`src/rtl/reg_wb_sched_if.sv`:
```
// Issue, writeback and register-file signals of the writeback scheduler.
// The scheduler takes the slave side; the environment driving it takes the master side.
interface reg_wb_sched_if #(parameter int XLEN = 32);
   logic            iss_valid;
   logic            iss_ready;
   logic [4:0]      iss_rs1;
   logic [4:0]      iss_rs2;
   logic [4:0]      iss_rd;
   logic            iss_rs1_en;
   logic            iss_rs2_en;
   logic            iss_rd_en;

   logic            alu_valid;
   logic            alu_ready;
   logic [4:0]      alu_rd;
   logic [XLEN-1:0] alu_data;
   logic            lsu_valid;
   logic            lsu_ready;
   logic [4:0]      lsu_rd;
   logic [XLEN-1:0] lsu_data;

   logic            rf_we;
   logic [4:0]      rf_waddr;
   logic [XLEN-1:0] rf_wdata;
   logic [31:0]     busy;
   logic            wb_err;

   modport slave (
      input  iss_valid, iss_rs1, iss_rs2, iss_rd, iss_rs1_en, iss_rs2_en, iss_rd_en,
      input  alu_valid, alu_rd, alu_data, lsu_valid, lsu_rd, lsu_data,
      output iss_ready, alu_ready, lsu_ready,
      output rf_we, rf_waddr, rf_wdata, busy, wb_err
   );

   modport master (
      output iss_valid, iss_rs1, iss_rs2, iss_rd, iss_rs1_en, iss_rs2_en, iss_rd_en,
      output alu_valid, alu_rd, alu_data, lsu_valid, lsu_rd, lsu_data,
      input  iss_ready, alu_ready, lsu_ready,
      input  rf_we, rf_waddr, rf_wdata, busy, wb_err
   );
endinterface

```
`src/rtl/reg_wb_sched.sv`:
```
// Register scoreboard with RAW/WAW issue stall and round-robin ALU/LSU writeback
// arbitration into a registered register-file write port.
module reg_wb_sched #(
   parameter int XLEN = 32
) (
   input  logic           clk,
   input  logic           rst_n,
   reg_wb_sched_if.slave  bus
);

   logic [31:0]     busy_q, busy_d;
   logic            rf_we_q, rf_we_d;
   logic [4:0]      rf_waddr_q, rf_waddr_d;
   logic [XLEN-1:0] rf_wdata_q, rf_wdata_d;
   logic            wb_err_q, wb_err_d;
   logic            prio_alu_q, prio_alu_d;

   logic            hazard;
   logic            iss_fire;
   logic            gnt_alu, gnt_lsu, gnt_any;
   logic [4:0]      gnt_rd;
   logic [XLEN-1:0] gnt_data;
   logic [31:0]     set_mask, clr_mask;

   always_comb begin
      hazard = (bus.iss_rs1_en & busy_q[bus.iss_rs1])
             | (bus.iss_rs2_en & busy_q[bus.iss_rs2])
             | (bus.iss_rd_en  & busy_q[bus.iss_rd]);
      iss_fire = bus.iss_valid & rst_n & ~hazard;

      // Contention goes to whichever unit did not win last; a lone requester always wins.
      gnt_alu = rst_n & bus.alu_valid & (~bus.lsu_valid | prio_alu_q);
      gnt_lsu = rst_n & bus.lsu_valid & (~bus.alu_valid | ~prio_alu_q);
      gnt_any = gnt_alu | gnt_lsu;
      gnt_rd   = gnt_alu ? bus.alu_rd   : bus.lsu_rd;
      gnt_data = gnt_alu ? bus.alu_data : bus.lsu_data;
   end

   always_comb begin
      set_mask = '0;
      clr_mask = '0;
      if (iss_fire && bus.iss_rd_en) set_mask[bus.iss_rd] = 1'b1;
      // The scoreboard entry drops on the same edge that the register file commits.
      if (rf_we_q) clr_mask[rf_waddr_q] = 1'b1;
      busy_d    = (busy_q & ~clr_mask) | set_mask;
      busy_d[0] = 1'b0;

      rf_we_d    = gnt_any && (gnt_rd != 5'd0);
      rf_waddr_d = rf_waddr_q;
      rf_wdata_d = rf_wdata_q;
      if (rf_we_d) begin
         rf_waddr_d = gnt_rd;
         rf_wdata_d = gnt_data;
      end

      wb_err_d = wb_err_q | (rf_we_d & ~busy_q[gnt_rd]);

      prio_alu_d = prio_alu_q;
      if (gnt_any) prio_alu_d = gnt_lsu;
   end

   always_ff @(posedge clk or negedge rst_n) begin
      if (!rst_n) begin
         busy_q     <= '0;
         rf_we_q    <= 1'b0;
         rf_waddr_q <= '0;
         rf_wdata_q <= '0;
         wb_err_q   <= 1'b0;
         prio_alu_q <= 1'b1;
      end else begin
         busy_q     <= busy_d;
         rf_we_q    <= rf_we_d;
         rf_waddr_q <= rf_waddr_d;
         rf_wdata_q <= rf_wdata_d;
         wb_err_q   <= wb_err_d;
         prio_alu_q <= prio_alu_d;
      end
   end

   assign bus.iss_ready = rst_n & ~hazard;
   assign bus.alu_ready = gnt_alu;
   assign bus.lsu_ready = gnt_lsu;
   assign bus.rf_we     = rf_we_q;
   assign bus.rf_waddr  = rf_waddr_q;
   assign bus.rf_wdata  = rf_wdata_q;
   assign bus.busy      = busy_q;
   assign bus.wb_err    = wb_err_q;

endmodule

```
`src/flat_wrapper.sv`:
```
// flat-port wrapper written by rule: the top's interface ports become plain ports
module reg_wb_sched_flat 
#(
   parameter int XLEN = 32
)
  (clk, rst_n, bus_iss_valid, bus_iss_rs1, bus_iss_rs2, bus_iss_rd, bus_iss_rs1_en, bus_iss_rs2_en, bus_iss_rd_en, bus_alu_valid, bus_alu_rd, bus_alu_data, bus_lsu_valid, bus_lsu_rd, bus_lsu_data, bus_iss_ready, bus_alu_ready, bus_lsu_ready, bus_rf_we, bus_rf_waddr, bus_rf_wdata, bus_busy, bus_wb_err);
  reg_wb_sched_if #(.XLEN(XLEN)) bus_i ();
  input  logic clk;
  input  logic rst_n;
  input wire logic [$bits(bus_i.iss_valid)-1:0] bus_iss_valid;
  input wire logic [$bits(bus_i.iss_rs1)-1:0] bus_iss_rs1;
  input wire logic [$bits(bus_i.iss_rs2)-1:0] bus_iss_rs2;
  input wire logic [$bits(bus_i.iss_rd)-1:0] bus_iss_rd;
  input wire logic [$bits(bus_i.iss_rs1_en)-1:0] bus_iss_rs1_en;
  input wire logic [$bits(bus_i.iss_rs2_en)-1:0] bus_iss_rs2_en;
  input wire logic [$bits(bus_i.iss_rd_en)-1:0] bus_iss_rd_en;
  input wire logic [$bits(bus_i.alu_valid)-1:0] bus_alu_valid;
  input wire logic [$bits(bus_i.alu_rd)-1:0] bus_alu_rd;
  input wire logic [$bits(bus_i.alu_data)-1:0] bus_alu_data;
  input wire logic [$bits(bus_i.lsu_valid)-1:0] bus_lsu_valid;
  input wire logic [$bits(bus_i.lsu_rd)-1:0] bus_lsu_rd;
  input wire logic [$bits(bus_i.lsu_data)-1:0] bus_lsu_data;
  output wire logic [$bits(bus_i.iss_ready)-1:0] bus_iss_ready;
  output wire logic [$bits(bus_i.alu_ready)-1:0] bus_alu_ready;
  output wire logic [$bits(bus_i.lsu_ready)-1:0] bus_lsu_ready;
  output wire logic [$bits(bus_i.rf_we)-1:0] bus_rf_we;
  output wire logic [$bits(bus_i.rf_waddr)-1:0] bus_rf_waddr;
  output wire logic [$bits(bus_i.rf_wdata)-1:0] bus_rf_wdata;
  output wire logic [$bits(bus_i.busy)-1:0] bus_busy;
  output wire logic [$bits(bus_i.wb_err)-1:0] bus_wb_err;
  assign bus_i.iss_valid = bus_iss_valid;
  assign bus_i.iss_rs1 = bus_iss_rs1;
  assign bus_i.iss_rs2 = bus_iss_rs2;
  assign bus_i.iss_rd = bus_iss_rd;
  assign bus_i.iss_rs1_en = bus_iss_rs1_en;
  assign bus_i.iss_rs2_en = bus_iss_rs2_en;
  assign bus_i.iss_rd_en = bus_iss_rd_en;
  assign bus_i.alu_valid = bus_alu_valid;
  assign bus_i.alu_rd = bus_alu_rd;
  assign bus_i.alu_data = bus_alu_data;
  assign bus_i.lsu_valid = bus_lsu_valid;
  assign bus_i.lsu_rd = bus_lsu_rd;
  assign bus_i.lsu_data = bus_lsu_data;
  assign bus_iss_ready = bus_i.iss_ready;
  assign bus_alu_ready = bus_i.alu_ready;
  assign bus_lsu_ready = bus_i.lsu_ready;
  assign bus_rf_we = bus_i.rf_we;
  assign bus_rf_waddr = bus_i.rf_waddr;
  assign bus_rf_wdata = bus_i.rf_wdata;
  assign bus_busy = bus_i.busy;
  assign bus_wb_err = bus_i.wb_err;
  reg_wb_sched #(.XLEN(XLEN)) u_core (.clk(clk), .rst_n(rst_n), .bus(bus_i));
endmodule
```
`config.mk`:
```
export PLATFORM = sky130hd
export DESIGN_NAME = reg_wb_sched_flat
export DESIGN_NICKNAME = d
export VERILOG_FILES = /design/src/rtl/reg_wb_sched_if.sv /design/src/rtl/reg_wb_sched.sv /design/src/flat_wrapper.sv
export SDC_FILE = /design/constraint.sdc
export NUM_CORES = 1
export LEC_CHECK = 0
export CAP_MARGIN = 30
export CORE_MARGIN = 2
export CORE_UTILIZATION = 35
export DETAILED_ROUTE_END_ITERATION = 10
export PLACE_DENSITY = 0.63
export SYNTH_ARGS = -nofsm -noshare
export SYNTH_HDL_FRONTEND = slang
export SYNTH_SLANG_ARGS = --single-unit
export TNS_END_PERCENT = 10
```
`constraint.sdc`:
```
create_clock -name clk -period 9.99 [get_ports clk]
set_input_delay 2.997 -clock clk [delete_from_list [all_inputs] [get_ports clk]]
set_output_delay 2.997 -clock clk [all_outputs]
set_load 0.01 [all_outputs]
```
==> results.toml, run 1 <==
[critical_path]
crit_top_cell = "clkdlybuf4s50_1"
cpMaxStageDelayCell = "clkdlybuf4s50_1"
path_cells = "clkdlybuf4s50_1 > mux4_2 > a221oi_1 > nand4_1 > a211oi_1 > clkdlybuf4s50_1"
arrival_ps = 5900
critPathLaunchType = "primary input"
required_ps = 6990
critPathCaptureType = "primary output"
cpPeakStageDelay_ps = 880
crit_type = "primary input to primary output"
worstPathMaxFanout = 14

[power_and_ir_drop]
peakVddDrop_mv = 0.1096
p_leak_nw = 2.770
cellPowerDensity_nw_per_um2 = 219.5

[routing]
drtPass1Iterations = 5
drc = 0
via_count = 4531
wl_per_cell_um = 19.64
drt-initial-drc-count = 299
ant_nets = 0
via_per_inst = 5.685
wirelength_um = 15660

[job]
max-cap-violations = 0

[sta]
skew_ps = 5.387
slew_violations = 0
hold_violations = 0
period_share = 0.8908
period_minus_slack_ps = 8900
finalSetupTns_ps = 0
worst_pin_slew_ps = 1005
maxSlewHeadroom = 0.3297
setup_ws_ps = 1091
rsz0062_at_grt = "false"
max_freq_mhz = 112.4
setup_viol = 0

[status]
status = "completed"

[clock_tree]
ctsResizeCount = 0
cts.htree.levels = 3
clk_pin_slew_worst_paths_ps = 50
cts_setup_buffers = 0
cts_buffers = 9
cts_tree = "done"
clock_path_buffers = 2
ctsHoldBuffers = 0
clock-sinks = 71
worstSkewPairLatency_ps = 330
root_buffer = "clkbuf_16"

[placed_design]
hpwlAfterDp_um = 11390
place_ws_ps = 1148
dpl-instance-area_um2 = 6284
gp_congestion = 0.9666
place.port_buffers = 169

[hold_path]
hp-class = "register to register"

[yosys]
yosysWarningCount = 0
synthArstFlopShare = 1.000
ys.flop_type = "dfrtp_1"
yosys.area.top_type = "dfrtp_1"
synth.avg_cell_area_um2 = 9.556
synth_cells = 469
yosys_register_bits = 71
synth_most_common_cell = "o21ai_0"
synth_top_area_frac = 0.3908
yosys-top-cells-count = "o21ai_0 (102), dfrtp_1 (70), nand2_1 (60), mux2i_1 (58), clkbuf_1 (25)"
synthTopCellsByArea = "dfrtp_1 (39%), mux2i_1 (13%), o21ai_0 (11%)"
seq_area_frac_synth = 0.3967
syn_nets = 566
synth_edf_count = 0
synth_area_um2 = 4482
netlist-cell-type-count = 51

[layout]
n_antenna_cell = 0
syn_to_final_growth_pct = 48.49
fin_area_um2 = 6655
fill_cells = 1160
post-route-util = 0.5295
multi_input_area_um2 = 2556
drive_gt1_frac = 0.08960
seq_area_um2 = 1778
fin_nets = 717

[global_route]
grt_start_max_net_pins = 75
grt-ovfl-total = 0
grt_pass1_vias = 4385
grt_pass1_wl_um = 23780
grt_antenna_before_repair = 0
track_usage = 0.2290

[die]
die-width_um = 117.2
io_pins = 171
dieArea_um2 = 13730
start_util = 0.3566
rows = 41
fp.dieH_um = 117.2
core_area_um2 = 12570
-- power breakdown --
part	switching, mW	internal [mW]	total, mW
registers	0.181	0.366	0.547
logic	0.209	0.310	0.518
clock network	0.119	0.276	0.396
-- cell type report --
cell class                      instances  area share
Multi-Input combinational cell        359      0.3841
Sequential cell                        71      0.2672
Timing Repair Buffer                  171      0.2561
Clock buffer                           11     0.03647
Tap cell                              172     0.03234
Clock inverter                          5     0.01936
Inverter                                8    0.004512
-- placed cells by master, fill, tap and decap left out, types with 6 or more instances in the layout --
master,synthesis,layout
mux2_2,9,9
inv_1,8,8
mux2i_1,58,58
clkdlybuf4s50_1,0,168
nand2b_1,8,8
dfrtp_1,70,70
mux4_2,17,17
o21ai_0,102,102
nor2_1,10,10
nor3_1,7,7
clkbuf_16,0,9
nand2_1,60,59
nand3_1,7,7
nand3b_1,6,6
a21oi_1,11,11
-- state kept, by name, summed over array words and instances, names as in the netlist --
signal               count
u_core.bus.rf_waddr      5
u_core.bus.wb_err        1
u_core.prio_alu_q        1
u_core.bus.busy         31
u_core.bus.rf_we         1
u_core.bus.rf_wdata     32
-- cell families after synthesis --
logic type             count (synthesis)  synth area share
other                                  1         0.0008367
multiplexers                          84            0.2376
AO/OA/AOI/OAI                        145            0.1857
buffers and inverters                 39           0.03378
AND/OR/NAND/NOR                      129            0.1454
flip-flops                            71            0.3967
-- stage by stage --
step	hold slack (ps)	total power, mW	cells
detailed placement	470.0	1.061	781
finish	477.3	1.461	797
floorplan	474.6	0.7220	469
CTS	482.5	1.462	797
global route	510.9	1.534	797
global placement	460.7	1.048	781
-- routing by layer --
layer  vias up  share of wire  global-route usage
met1      2162           0.40              0.3000
li1       2045              -                   -
met2       292           0.45              0.3517
met5         -              0                   0
met4         0          0.025             0.08314
met3        32           0.12             0.08084
-- final timing paths --
kind,cells after the start,slack (ps),endpoint,start
max in group asynchronous,2,6470,u_core.bus.busy[16],rst_n
max,6,1090,bus_iss_ready,bus_iss_rd[0]
max reg2reg,7,6880,u_core.bus.busy[7],u_core.bus.busy[25]
min in group asynchronous,1,2620,u_core.bus.wb_err,rst_n
min,2,480,u_core.bus.rf_wdata[27],u_core.bus.rf_wdata[27]
min reg2reg,2,480,u_core.bus.rf_wdata[27],u_core.bus.rf_wdata[27]
-- worst max-delay path, delay by kind of cell --
family,cells,cell delay [ps]
buffers and inverters,2,1450
AO/OA/AOI/OAI,2,640
multiplexers,1,580
AND/OR/NAND/NOR,1,220
(Power assumes the default switching activity.)
==> run 2, diff against run 1 <==
- clock period: 9.99 -> 8.72 ns (I/O delays scaled with it)
==> run 2 against run 1 <==
Utilization down 0.16 points. First-iteration DRC count grew 5.7%. Worst hold slack about the same. Final cell count grew 0.25%. Sequential power increased by 14%. Critical path type unchanged.
==> results.toml, run 2 (synthesis gave the netlist of run 1 again) <==
[critical_path]
r2r-end = "u_core.bus.busy[19]"
arrival_ps = 5400
timing.critical_path.from = "bus_iss_rs2[0]"
r2r_cells = 7
r2r_slack_ps = 5600
cp.depth = 7
crit_type = "primary input to primary output"
r2r_start = "u_core.bus.busy[24]"
critPathCaptureType = "primary output"
worstPathBufferInverterCount = 2
required_ps = 6100
worstPathMaxFanout = 7
cpMaxStageDelayCell = "clkdlybuf4s50_1"
cpPeakStageDelay_ps = 760
critPathTopFamily = "buffers and inverters"
critPathLaunchType = "primary input"
endpoint = "bus_iss_ready"
path_cells = "clkdlybuf4s50_1 > mux4_2 > mux4_2 > nand3_1 > o311ai_1 > a211oi_1 > clkdlybuf4s50_1"

[routing]
wl_per_cell_um = 19.98
ant_nets = 0
via_count = 4555
drt-initial-drc-count = 316
drtPass1Iterations = 5
via_per_inst = 5.701
wirelength_um = 15960
drc = 0

[placed_design]
place_ws_ps = 662.1
place.port_buffers = 169
dp.cells = 783
gp_congestion = 0.9172
dpl-instance-area_um2 = 6311
hpwlAfterDp_um = 11750

[power_and_ir_drop]
p_total_mw = 1.624
pwr-share-comb = 0.367
netSwitchingPower_mw = 0.5909
cellPowerDensity_nw_per_um2 = 244.8
swShare = 0.3638
internal_power_mw = 1.033
seqPwrFrac = 0.386
clockPowerShare = 0.247
p_leak_nw = 2.761
peakVddDrop_mv = 0.1065

[sta]
maxSlewHeadroom = 0.5342
rsz0062_at_grt = "false"
period_share = 0.9190
hold_violations = 0
slew_violations = 0
period_minus_slack_ps = 8014
skew_ps = 8.178
max_freq_mhz = 124.8
setup_ws_ps = 706.3
setup_viol = 0
finalSetupTns_ps = 0
worst_pin_slew_ps = 698.7
hold_slack_ps = 477.0

[status]
status = "completed"

[die]
io_pins = 171
fp.dieH_um = 117.2
die-width_um = 117.2
core_area_um2 = 12570
rows = 41
start_util = 0.3566
dieArea_um2 = 13730

[layout]
syn_to_final_growth_pct = 48.05
fin_area_um2 = 6635
fin_nets = 719
fill_cells = 1149
post-route-util = 0.5279
fin_cells = 799
largest_register_ffs = 32
layout_common_cells = "clkdlybuf4s50_1 (168), o21ai_0 (102), dfrtp_1 (70)"
n_antenna_cell = 0
layout_commonest_cell = "clkdlybuf4s50_1"
drive_gt1_frac = 0.09250

[global_route]
track_usage = 0.2368
grt-ovfl-total = 0
grt_start_max_net_pins = 45
grt_pass1_wl_um = 24340
grt_pass1_vias = 4428
grt_antenna_before_repair = 0

[clock_tree]
clock_path_buffers = 2
cts_tree = "done"
ctsResizeCount = 0
cts_setup_buffers = 0
cts_buffers = 9
ctsHoldBuffers = 0
root_buffer = "clkbuf_16"
worstSkewPairLatency_ps = 330
clk_pin_slew_worst_paths_ps = 50
clock-sinks = 71
cts.htree.levels = 3

[job]
max-cap-violations = 0

[hold_path]
hp-start = "u_core.bus.rf_wdata[15]"
hp-class = "register to register"
-- run 2: per-layer routing --
layer,up-vias,track usage,share of wire
met4,0,0.1035,0.027
met5,-,0,0
met1,2185,0.3112,0.41
met3,29,0.07055,0.12
li1,2057,-,-
met2,284,0.3632,0.45
-- run 2: worst min path at each step --
| stage | to | slack (ps) | depth (start not counted) |
|---|---|---|---|
| finish | u_core.bus.rf_wdata[15] | 480 | 2 |
| global route | u_core.bus.rf_wdata[15] | 490 | 2 |
| CTS | u_core.bus.rf_wdata[4] | 480 | 2 |
| detailed placement | u_core.bus.rf_wdata[4] | 470 | 2 |
| global placement | u_core.bus.rf_wdata[4] | 460 | 2 |
| floorplan | u_core.prio_alu_q | 470 | 2 |
-- run 2: area by class of cell --
type,instances,area (um^2),share of cell area
timing repair buffer,173,1732,0.2610
tap,172,215.2,0.03243
clock buffer,11,242.7,0.03658
inverter,8,30.03,0.004526
sequential,71,1778,0.2680
multi-input combinational,359,2556,0.3853
clock inverter,5,81.33,0.01226
-- run 2: tightest hold or removal path, stage by stage (launching register included) --
cell and delay (ps):
dfrtp_1 340, nand2_1 40, o21ai_0 60
-- run 2: power by group through the flow --
stage / sequential (mW) / combinational, mW / clock (mW)
6_report: 0.626 / 0.597 / 0.401
5_1_grt: 0.634 / 0.652 / 0.424
4_1_cts: 0.618 / 0.598 / 0.410
3_5_place_dp: 0.623 / 0.596 / 0
3_3_place_gp: 0.621 / 0.582 / 0
2_1_floorplan: 0.561 / 0.267 / 0
